### config.mk
export PLATFORM = sky130hd
export DESIGN_NAME = memref_mp_flat
export DESIGN_NICKNAME = d
export VERILOG_FILES = /design/src/rtl/memref_mp_pkg.sv /design/src/rtl/memref_mp_if.sv /design/src/rtl/memref_mp_rd_pipe.sv /design/src/rtl/memref_mp.sv /design/src/flat_wrapper.sv
export SDC_FILE = /design/constraint.sdc
export NUM_CORES = 2
export LEC_CHECK = 0
export CELL_PAD_IN_SITES_DETAIL_PLACEMENT = 0
export CELL_PAD_IN_SITES_GLOBAL_PLACEMENT = 2
export CORE_AREA = 2 2 467 469
export CTS_CLUSTER_DIAMETER = 80
export DETAILED_ROUTE_END_ITERATION = 8
export DIE_AREA = 0 0 469 471
export DONT_BUFFER_PORTS = 1
export GPL_ROUTABILITY_DRIVEN = 0
export PLACE_DENSITY_LB_ADDON = 0.1
export REMOVE_ABC_BUFFERS = 1
export SETUP_SLACK_MARGIN = 0.2
export SYNTH_ARGS = -nofsm -noshare
export SYNTH_HDL_FRONTEND = slang
export SYNTH_SLANG_ARGS = --single-unit
### constraint.sdc
create_clock -name clk -period 1.83 [get_ports clk]
set_input_delay 0.2745 -clock clk [delete_from_list [all_inputs] [get_ports clk]]
set_output_delay 0.2745 -clock clk [all_outputs]
set_load 0.02 [all_outputs]
### src/rtl/memref_mp_pkg.sv
// memref_mp_pkg: shared constants and helpers for the multi-port memref model.
//   MAX_PORTS   upper bound on read/write port counts
//   clog2_min1  address width helper, never returns less than 1 (SIZE=1 still needs one bit)
package memref_mp_pkg;

  localparam int unsigned MAX_PORTS = 8;

  function automatic int unsigned clog2_min1(input int unsigned n);
    return (n <= 1) ? 32'd1 : 32'($clog2(n));
  endfunction

endpackage

### src/rtl/memref_mp_if.sv
// memref_mp_if: kernel <-> memory bus for memref_mp.
//   master (kernel): drives rd_en/rd_addr/wr_en/wr_addr/wr_data, receives rd_valid/rd_data/rd_oob/wr_conflict
//   slave  (memory): the mirror image
// Addresses and data are packed per port: port p at [p*ADDR_W +: ADDR_W] / [p*WIDTH +: WIDTH].
interface memref_mp_if
  import memref_mp_pkg::*;
#(
  parameter int unsigned WIDTH = 32,
  parameter int unsigned SIZE  = 64,
  parameter int unsigned NRD   = 2,
  parameter int unsigned NWR   = 1
);
  localparam int unsigned ADDR_W = clog2_min1(SIZE);

  logic [NRD-1:0]        rd_en;
  logic [NRD*ADDR_W-1:0] rd_addr;
  logic [NRD-1:0]        rd_valid;
  logic [NRD*WIDTH-1:0]  rd_data;
  logic [NRD-1:0]        rd_oob;
  logic [NWR-1:0]        wr_en;
  logic [NWR*ADDR_W-1:0] wr_addr;
  logic [NWR*WIDTH-1:0]  wr_data;
  logic                  wr_conflict;

  modport master (
    output rd_en, rd_addr, wr_en, wr_addr, wr_data,
    input  rd_valid, rd_data, rd_oob, wr_conflict
  );

  modport slave (
    input  rd_en, rd_addr, wr_en, wr_addr, wr_data,
    output rd_valid, rd_data, rd_oob, wr_conflict
  );

endinterface

### src/rtl/memref_mp_rd_pipe.sv
// memref_mp_rd_pipe: read-result delay line of DEPTH registers ({valid, oob, data}).
//   clk, rst_n          clock, async active-low reset (flushes in-flight results)
//   i_valid/i_oob/i_data  result sampled at the read edge
//   o_valid/o_oob/o_data  result DEPTH cycles later; o_data holds while o_valid=0
module memref_mp_rd_pipe #(
  parameter int unsigned WIDTH = 32,
  parameter int unsigned DEPTH = 1
) (
  input  logic             clk,
  input  logic             rst_n,
  input  logic             i_valid,
  input  logic             i_oob,
  input  logic [WIDTH-1:0] i_data,
  output logic             o_valid,
  output logic             o_oob,
  output logic [WIDTH-1:0] o_data
);
  localparam int unsigned PW  = WIDTH + 2;
  localparam int          NST = int'(DEPTH) - 1;

  logic [PW-1:0]    w_tail;
  logic             r_valid;
  logic             r_oob;
  logic [WIDTH-1:0] r_data;

  // Intermediate stages; the output register below is the last of DEPTH stages.
  if (NST > 0) begin : g_shift
    logic [PW-1:0] r_stage [NST];

    always_ff @(posedge clk or negedge rst_n) begin
      if (!rst_n) begin
        for (int k = 0; k < NST; k++) r_stage[k] <= '0;
      end else begin
        r_stage[0] <= {i_valid, i_oob, i_data};
        for (int k = 1; k < NST; k++) r_stage[k] <= r_stage[k-1];
      end
    end

    assign w_tail = r_stage[NST-1];
  end else begin : g_direct
    assign w_tail = {i_valid, i_oob, i_data};
  end

  // Output stage: data only updates on a valid result so it holds between results.
  always_ff @(posedge clk or negedge rst_n) begin
    if (!rst_n) begin
      r_valid <= 1'b0;
      r_oob   <= 1'b0;
      r_data  <= '0;
    end else begin
      r_valid <= w_tail[PW-1];
      r_oob   <= w_tail[PW-1] & w_tail[PW-2];
      if (w_tail[PW-1]) r_data <= w_tail[WIDTH-1:0];
    end
  end

  assign o_valid = r_valid;
  assign o_oob   = r_oob;
  assign o_data  = r_data;

endmodule

### src/rtl/memref_mp.sv
// memref_mp: multi-port memory model behind a kernel's memref ports.
//   clk   clock, all state on rising edge
//   rst   async active-low reset (read pipelines and wr_conflict cleared, array kept)
//   bus   memref_mp_if.slave: NRD read ports, NWR write ports, wr_conflict pulse
// Reads are registered RD_LATENCY deep; out-of-range reads return 0 with rd_oob.
// Colliding writes: lowest port index wins, wr_conflict pulses the next cycle.
// Build option MEMREF_MP_BYPASS_EN: write-first (a read hitting a same-edge write
// returns the new data); undefined gives read-first (old data).
module memref_mp
  import memref_mp_pkg::*;
#(
  parameter int unsigned WIDTH      = 32,
  parameter int unsigned SIZE       = 64,
  parameter int unsigned NRD        = 2,
  parameter int unsigned NWR        = 1,
  parameter int unsigned RD_LATENCY = 1
) (
  input  logic         clk,
  input  logic         rst,
  memref_mp_if.slave   bus
);
  localparam int unsigned ADDR_W = clog2_min1(SIZE);

  typedef logic [WIDTH-1:0]  word_t;
  typedef logic [ADDR_W-1:0] addr_t;

  if (NRD < 1 || NRD > MAX_PORTS || NWR < 1 || NWR > MAX_PORTS || RD_LATENCY < 1) begin : g_bad_cfg
    $error("memref_mp: port count or read latency out of range");
  end

  word_t                 r_mem [SIZE];
  logic                  r_wr_conflict;

  addr_t [NWR-1:0]       w_wr_addr;
  word_t [NWR-1:0]       w_wr_data;
  logic  [NWR-1:0]       w_wr_act;
  logic  [NWR-1:0]       w_wr_win;
  logic                  w_conflict;

  addr_t [NRD-1:0]       w_rd_addr;
  logic  [NRD-1:0]       w_rd_oob;
  word_t [NRD-1:0]       w_rd_word;
  logic  [NRD-1:0]       w_pipe_valid;
  logic  [NRD-1:0]       w_pipe_oob;
  word_t [NRD-1:0]       w_pipe_data;

  assign w_wr_addr = bus.wr_addr;
  assign w_wr_data = bus.wr_data;
  assign w_rd_addr = bus.rd_addr;

  // Write arbitration: a port loses to any lower-index port writing the same in-range word.
  always_comb begin
    w_wr_act   = '0;
    w_wr_win   = '0;
    w_conflict = 1'b0;
    for (int q = 0; q < int'(NWR); q++)
      w_wr_act[q] = bus.wr_en[q] && (32'(w_wr_addr[q]) < SIZE);
    w_wr_win = w_wr_act;
    for (int q = 1; q < int'(NWR); q++) begin
      for (int p = 0; p < q; p++) begin
        if (w_wr_act[p] && w_wr_act[q] && (w_wr_addr[p] == w_wr_addr[q])) begin
          w_wr_win[q] = 1'b0;
          w_conflict  = 1'b1;
        end
      end
    end
  end

  // Backing array; winners always target distinct words.
  always_ff @(posedge clk) begin
    for (int q = 0; q < int'(NWR); q++)
      if (w_wr_win[q]) r_mem[w_wr_addr[q]] <= w_wr_data[q];
  end

  always_ff @(posedge clk or negedge rst) begin
    if (!rst) r_wr_conflict <= 1'b0;
    else      r_wr_conflict <= w_conflict;
  end

  // Read sample: array value (pre-write) or forwarded write data under bypass.
  always_comb begin
    w_rd_oob  = '0;
    w_rd_word = '0;
    for (int p = 0; p < int'(NRD); p++) begin
      w_rd_oob[p] = (32'(w_rd_addr[p]) >= SIZE);
      if (!w_rd_oob[p]) begin
        w_rd_word[p] = r_mem[w_rd_addr[p]];
`ifdef MEMREF_MP_BYPASS_EN
        for (int q = 0; q < int'(NWR); q++)
          if (w_wr_win[q] && (w_wr_addr[q] == w_rd_addr[p])) w_rd_word[p] = w_wr_data[q];
`endif
      end
    end
  end

  for (genvar p = 0; p < int'(NRD); p++) begin : g_rd
    memref_mp_rd_pipe #(
      .WIDTH (WIDTH),
      .DEPTH (RD_LATENCY)
    ) u_rd_pipe (
      .clk     (clk),
      .rst_n   (rst),
      .i_valid (bus.rd_en[p]),
      .i_oob   (w_rd_oob[p]),
      .i_data  (w_rd_word[p]),
      .o_valid (w_pipe_valid[p]),
      .o_oob   (w_pipe_oob[p]),
      .o_data  (w_pipe_data[p])
    );
  end

  assign bus.rd_valid    = w_pipe_valid;
  assign bus.rd_oob      = w_pipe_oob;
  assign bus.rd_data     = w_pipe_data;
  assign bus.wr_conflict = r_wr_conflict;

endmodule

### src/flat_wrapper.sv
// flat-port wrapper written by rule: the top's interface ports become plain ports
module memref_mp_flat import memref_mp_pkg::*;
#(
  parameter int unsigned WIDTH      = 32,
  parameter int unsigned SIZE       = 64,
  parameter int unsigned NRD        = 2,
  parameter int unsigned NWR        = 1,
  parameter int unsigned RD_LATENCY = 1
)
  (clk, rst, bus_rd_en, bus_rd_addr, bus_wr_en, bus_wr_addr, bus_wr_data, bus_rd_valid, bus_rd_data, bus_rd_oob, bus_wr_conflict);
  memref_mp_if #(.WIDTH(WIDTH), .SIZE(SIZE), .NRD(NRD), .NWR(NWR)) bus_i ();
  input  logic clk;
  input  logic rst;
  input wire logic [$bits(bus_i.rd_en)-1:0] bus_rd_en;
  input wire logic [$bits(bus_i.rd_addr)-1:0] bus_rd_addr;
  input wire logic [$bits(bus_i.wr_en)-1:0] bus_wr_en;
  input wire logic [$bits(bus_i.wr_addr)-1:0] bus_wr_addr;
  input wire logic [$bits(bus_i.wr_data)-1:0] bus_wr_data;
  output wire logic [$bits(bus_i.rd_valid)-1:0] bus_rd_valid;
  output wire logic [$bits(bus_i.rd_data)-1:0] bus_rd_data;
  output wire logic [$bits(bus_i.rd_oob)-1:0] bus_rd_oob;
  output wire logic [$bits(bus_i.wr_conflict)-1:0] bus_wr_conflict;
  assign bus_i.rd_en = bus_rd_en;
  assign bus_i.rd_addr = bus_rd_addr;
  assign bus_i.wr_en = bus_wr_en;
  assign bus_i.wr_addr = bus_wr_addr;
  assign bus_i.wr_data = bus_wr_data;
  assign bus_rd_valid = bus_i.rd_valid;
  assign bus_rd_data = bus_i.rd_data;
  assign bus_rd_oob = bus_i.rd_oob;
  assign bus_wr_conflict = bus_i.wr_conflict;
  memref_mp #(.WIDTH(WIDTH), .SIZE(SIZE), .NRD(NRD), .NWR(NWR), .RD_LATENCY(RD_LATENCY)) u_core (.clk(clk), .rst(rst), .bus(bus_i));
endmodule
Word-level counts from Yosys, hierarchy flattened
Memory sizes are Yosys's and may differ from the RTL's. A register that Yosys moved wholly into a read port is not among the register bits.
Cells that the tools add are included.
Storage, ports and cells
  register bits after elaboration: 2
  memory bits (writable): 2048
  input bits: 55
  output and inout port bits: 69
  word-level logic and storage cells: 7
  memories kept: 1
Memories
  u_core.r_mem: words 64, width 32, rd ports 2, clocked after Yosys merged registers in 2, write ports 1, RTL line memref_mp.sv:31  | word_t r_mem [SIZE];
Operators by class
  multiplexer cells: 2
  reduce and logical (&&, ||, !) cells: 2
Operators with widths (number)
  $logic_not A1 Y1: 2
  $mux W1: 2

Longest topological paths before layout
  depth in word-level cells: 2
  gate-level depth with buffers: 10
  gate-level depth less buffers: 6

Cells and area by module
A second synthesis with hierarchy kept.
Unflattened totals
  cell total of the unflattened synthesis: 4492
  area total of the unflattened synthesis: 97185.7 um2
By module, submodules not included
  memref_mp: times used 1, cells each 4350, area an instance 94390.5 um2, sequential area each 61499.0 um2
  memref_mp_rd_pipe: times used 2, cells each 71, area an instance 1397.6 um2, sequential area each 850.8 um2

Least setup slack after synthesis
No wires, ideal clock.
  path type: input-to-reg
  from: input port bus_wr_addr[5]
  to: memory u_core.r_mem[48][0] in the netlist's numbering, enable pin
  library setup time: 0.461 ns
  data arrival time: 3.151 ns
  required time: 1.369 ns
  slack: -1.782 ns
  cell stages on the path: 4
  buffers on the path: 1
  path through: clkbuf_1 -> nand3_1 -> or3_1 -> nor3_1
RTL lines
  start, declared: RTL line flat_wrapper.sv:17  | input wire logic [$bits(bus_i.wr_addr)-1:0] bus_wr_addr;
  end, declared: RTL line memref_mp.sv:31
No word-level cell before the write port.

==> flow_metrics.env <==
export IMPL_p_total_mw=110.1
export IMPL_setup_violations=64
export IMPL_slew_viol_final=714
export IMPL_syn_cell_area_sq_um=96600
export IMPL_slowest_stage="mux4_2"
export IMPL_synthDistinctLibCells=43
export IMPL_grt_busiest_layer="met2"
export IMPL_synth_async_reset_ratio_pct=3.122
export IMPL_clk_pin_slew_ns=0.06
export IMPL_antenna_found_initial=11
export IMPL_cp_arrival_ns=6.35
export IMPL_cp_data_required_time_ns=2.57
export IMPL_worstPathCellList="mux4_2, a22oi_2, nand2_1, a21oi_2, buf_4, nand2_2"
export IMPL_vias_per_cell=6.701
export IMPL_yosysTopAreaCell="edfxtp_1"
export IMPL_path_buf_inv=1
export IMPL_cts_buffers_inserted=223
export IMPL_overflow=0
export IMPL_dpl_hpwl_um=199900
export IMPL_globalRouteMet3Util_pct=5.365
export IMPL_synth_top_cell_area_share_pct=63.66
export IMPL_skew_ns=0.02946
export IMPL_synth_edf_count=2048
export IMPL_coreArea_sq_um=216100
export IMPL_grt_usage_pct=30.80
export IMPL_cts_sinks=2114
export IMPL_first_iter_violations=7828
export IMPL_power_leakage_nw=39.13
export IMPL_grtUsageMet1_pct=42.57
export IMPL_drt_wl_total_um=363000
export IMPL_p_seq_share_pct=49.1
export IMPL_cts_root_buffer="clkbuf_16"
export IMPL_crit_path_start="bus_rd_addr[8]"
export IMPL_power_frac_comb_pct=10.3
export IMPL_row_count=171
export IMPL_tritoncts="yes"
export IMPL_internal_power_mw=83.95
export IMPL_fp_dieW_um=469
export IMPL_mostFrequentLayoutCell="edfxtp_1"
export IMPL_hold_viol=22
export IMPL_hold_buffers=84
export IMPL_wl_per_cell_um=39.93
export IMPL_whs_ns=-0.1430
export IMPL_ant_nets=0
export IMPL_synth_area_per_cell_sq_um=17.54
export IMPL_ys_flop_type="edfxtp_1"
export IMPL_startpoint_type="primary input"
export IMPL_rsz0062_at_grt="true"
export IMPL_p_sw_share_pct=23.74
export IMPL_crit_family="multiplexers"
export IMPL_r2r_start="u_core.r_mem[21][13]"
export IMPL_clk_path_buf_depth=3
export IMPL_endpoint_kind="flop"
export IMPL_drt_pass1_iterations=6
export IMPL_setup_worst_path_class="in -> reg"
export IMPL_nets=6085
export IMPL_p_sw_mw=26.13
export IMPL_drc=0
export IMPL_most_common_layout_cells="2048 x edfxtp_1, 671 x mux4_2, 631 x mux2i_1"
export IMPL_clk_latency_ns=0.89
export IMPL_hold_path_class="in -> reg"
export IMPL_slowest_delay_ns=1.93
export IMPL_relSlewSlack_pct=-364.3
export IMPL_yosysWarnings=0
export IMPL_cap_viol_max_count=0
export IMPL_fin_util_pct=54.23
export IMPL_cts_max_level=4
export IMPL_die_h_um=471
export IMPL_clockPowerShare_pct=40.5
export IMPL_initial_core_util_pct=44.70
export IMPL_preCtsSetupSlack_ns=-1.628
export IMPL_drive_gt1_share_pct=34.03
export IMPL_die_area_sq_um=220900
export IMPL_vdd_ir_drop_max_uv=1014
export IMPL_powerDensity_nw_per_um2=939.3
export IMPL_synth_seq_cells=2114
export IMPL_status="finished, violations left"
export IMPL_crit_fanout=736
export IMPL_grt_pass1_wl_um=470900
export IMPL_ios=124
export IMPL_netlist_top_cells_area="edfxtp_1 64%, mux4_2 16%, mux2i_1 6.7%, a22oi_1 2.0%, dfrtp_1 1.7%"
export IMPL_vias=60920
export IMPL_port_buffers=0
export IMPL_area_growth_syn_to_layout_pct=21.32
export IMPL_period_share_pct=306.2
export IMPL_grt_max_degree=737
export IMPL_fin_ws_ns=-3.773
export IMPL_period_minus_slack_ns=5.603
export IMPL_worstMarginPinSlew_ns=6.965
export IMPL_worstHoldStart="bus_rd_addr[10]"
export IMPL_fmax_mhz=178.5
export IMPL_ys_seq_area_share_pct=65.37
export IMPL_grt_pass1_vias=59460
export IMPL_violations="hold timing, slew limit, setup timing"
export IMPL_use_met2_pct=49.37
export IMPL_syn_instance_count=5508
==> power by group through the flow <==
stage	Combinational, mW	Clock, mW	Sequential [mW]
after floorplan	3.81	0	55.1
after global placement	7.59	0	55.0
after detailed placement	7.56	0	55.0
after CTS	9.30	45.2	54.0
after global routing	11.4	46.9	54.1
final	11.4	44.6	54.1
==> stage by stage <==
stage / setup TNS [ns] / area [sq um] / std cells
after floorplan: -1516.34 / 94530 / 5071
after global placement: -54.95 / 105300 / 8510
after detailed placement: -53.88 / 105300 / 8510
after CTS: -4.250 / 115300 / 9020
after global routing: -16.69 / 117200 / 9079
final: -110.53 / 117200 / 9090
==> cell usage after synthesis, types with 2 or more instances <==
cell,number
nand2_1,235
a211oi_1,64
nand2b_1,38
mux4_2,671
buf_6,9
a21oi_1,130
edfxtp_1,2048
nand4_1,36
a221oi_1,31
a221o_1,32
o221ai_1,33
mux2_2,32
or3_1,2
nor3_1,34
buf_2,214
buf_4,24
and2_1,3
nor4_1,63
o22ai_1,159
o2111ai_1,31
o32ai_1,32
dfrtp_1,66
or3b_2,2
nand4b_1,4
a22oi_1,256
o21ai_0,63
clkbuf_1,170
nor2b_1,105
nor2_1,233
or2_2,3
nand3b_1,3
buf_1,21
mux2i_1,642
nand3_1,10
==> sequential cells by signal, indices dropped and copies added (netlist names) <==
register	cells
u_core.g_rd.u_rd_pipe.o_data	64
u_core.r_mem	2048
u_core.g_rd.u_rd_pipe.o_valid	2
==> cell type report <==
cell class | instances | area [sq um]
diodes | 12 | 30.03
clock buffers | 303 | 6075
clock inverters | 116 | 998.5
fillers | 17140 | 98900
inverters | 1 | 3.754
multi-input cells | 2956 | 33630
flip-flops and latches | 2114 | 63180
well taps | 2854 | 3571
repair buffers | 734 | 9714
==> final timing paths <==
path / endpoint / slack (ns) / cells past startpoint
worst min-delay path: u_core.g_rd[1].u_rd_pipe.o_data[15] / -0.14 / 4
max in group asynchronous: u_core.g_rd[1].u_rd_pipe.o_valid / 0.98 / 2
worst max register to register: u_core.g_rd[0].u_rd_pipe.o_data[13] / -0.41 / 5
min in group asynchronous: u_core.g_rd[1].u_rd_pipe.o_data[17] / 0.11 / 2
worst max-delay path: u_core.g_rd[1].u_rd_pipe.o_data[1] / -3.77 / 6
worst min register to register: u_core.g_rd[0].u_rd_pipe.o_data[3] / 0.70 / 3
==> worst min-delay path, stage by stage <==
cell,delay [ns]
mux2i_1,0.11
nor2_1,0.13
o32ai_1,0.11
nand2_2,0.05
==> what timing repair did <==
action	4_1_cts	5_1_grt
setup endpoints to repair	130	128
gates resized for setup	353	154
cloned	0	38
endpoints found under the hold margin	2342	25
pin swaps	117	78
setup buffers	7	9
==> cells by family (layout without fill, tap and decap cells) <==
| logic type | Yosys count | count (layout) | synth area share [%] |
|---|---|---|---|
| other | 1 | 15 | 0.003882 |
| buffers and inverters | 440 | 1154 | 2.151 |
| AO/OA/AOI/OAI | 832 | 832 | 6.009 |
| AND/OR/NAND/NOR | 776 | 776 | 3.795 |
| flip-flops | 2114 | 2114 | 65.37 |
| multiplexers | 1345 | 1345 | 22.67 |
==> routing by layer <==
layer	share of wire [%]	vias to the layer above
li1	-	24210
met1	40	32970
met2	48	3145
met3	8.4	584
met4	3.7	2
met5	0.0033	-
Power figures use the tool's default switching activity.
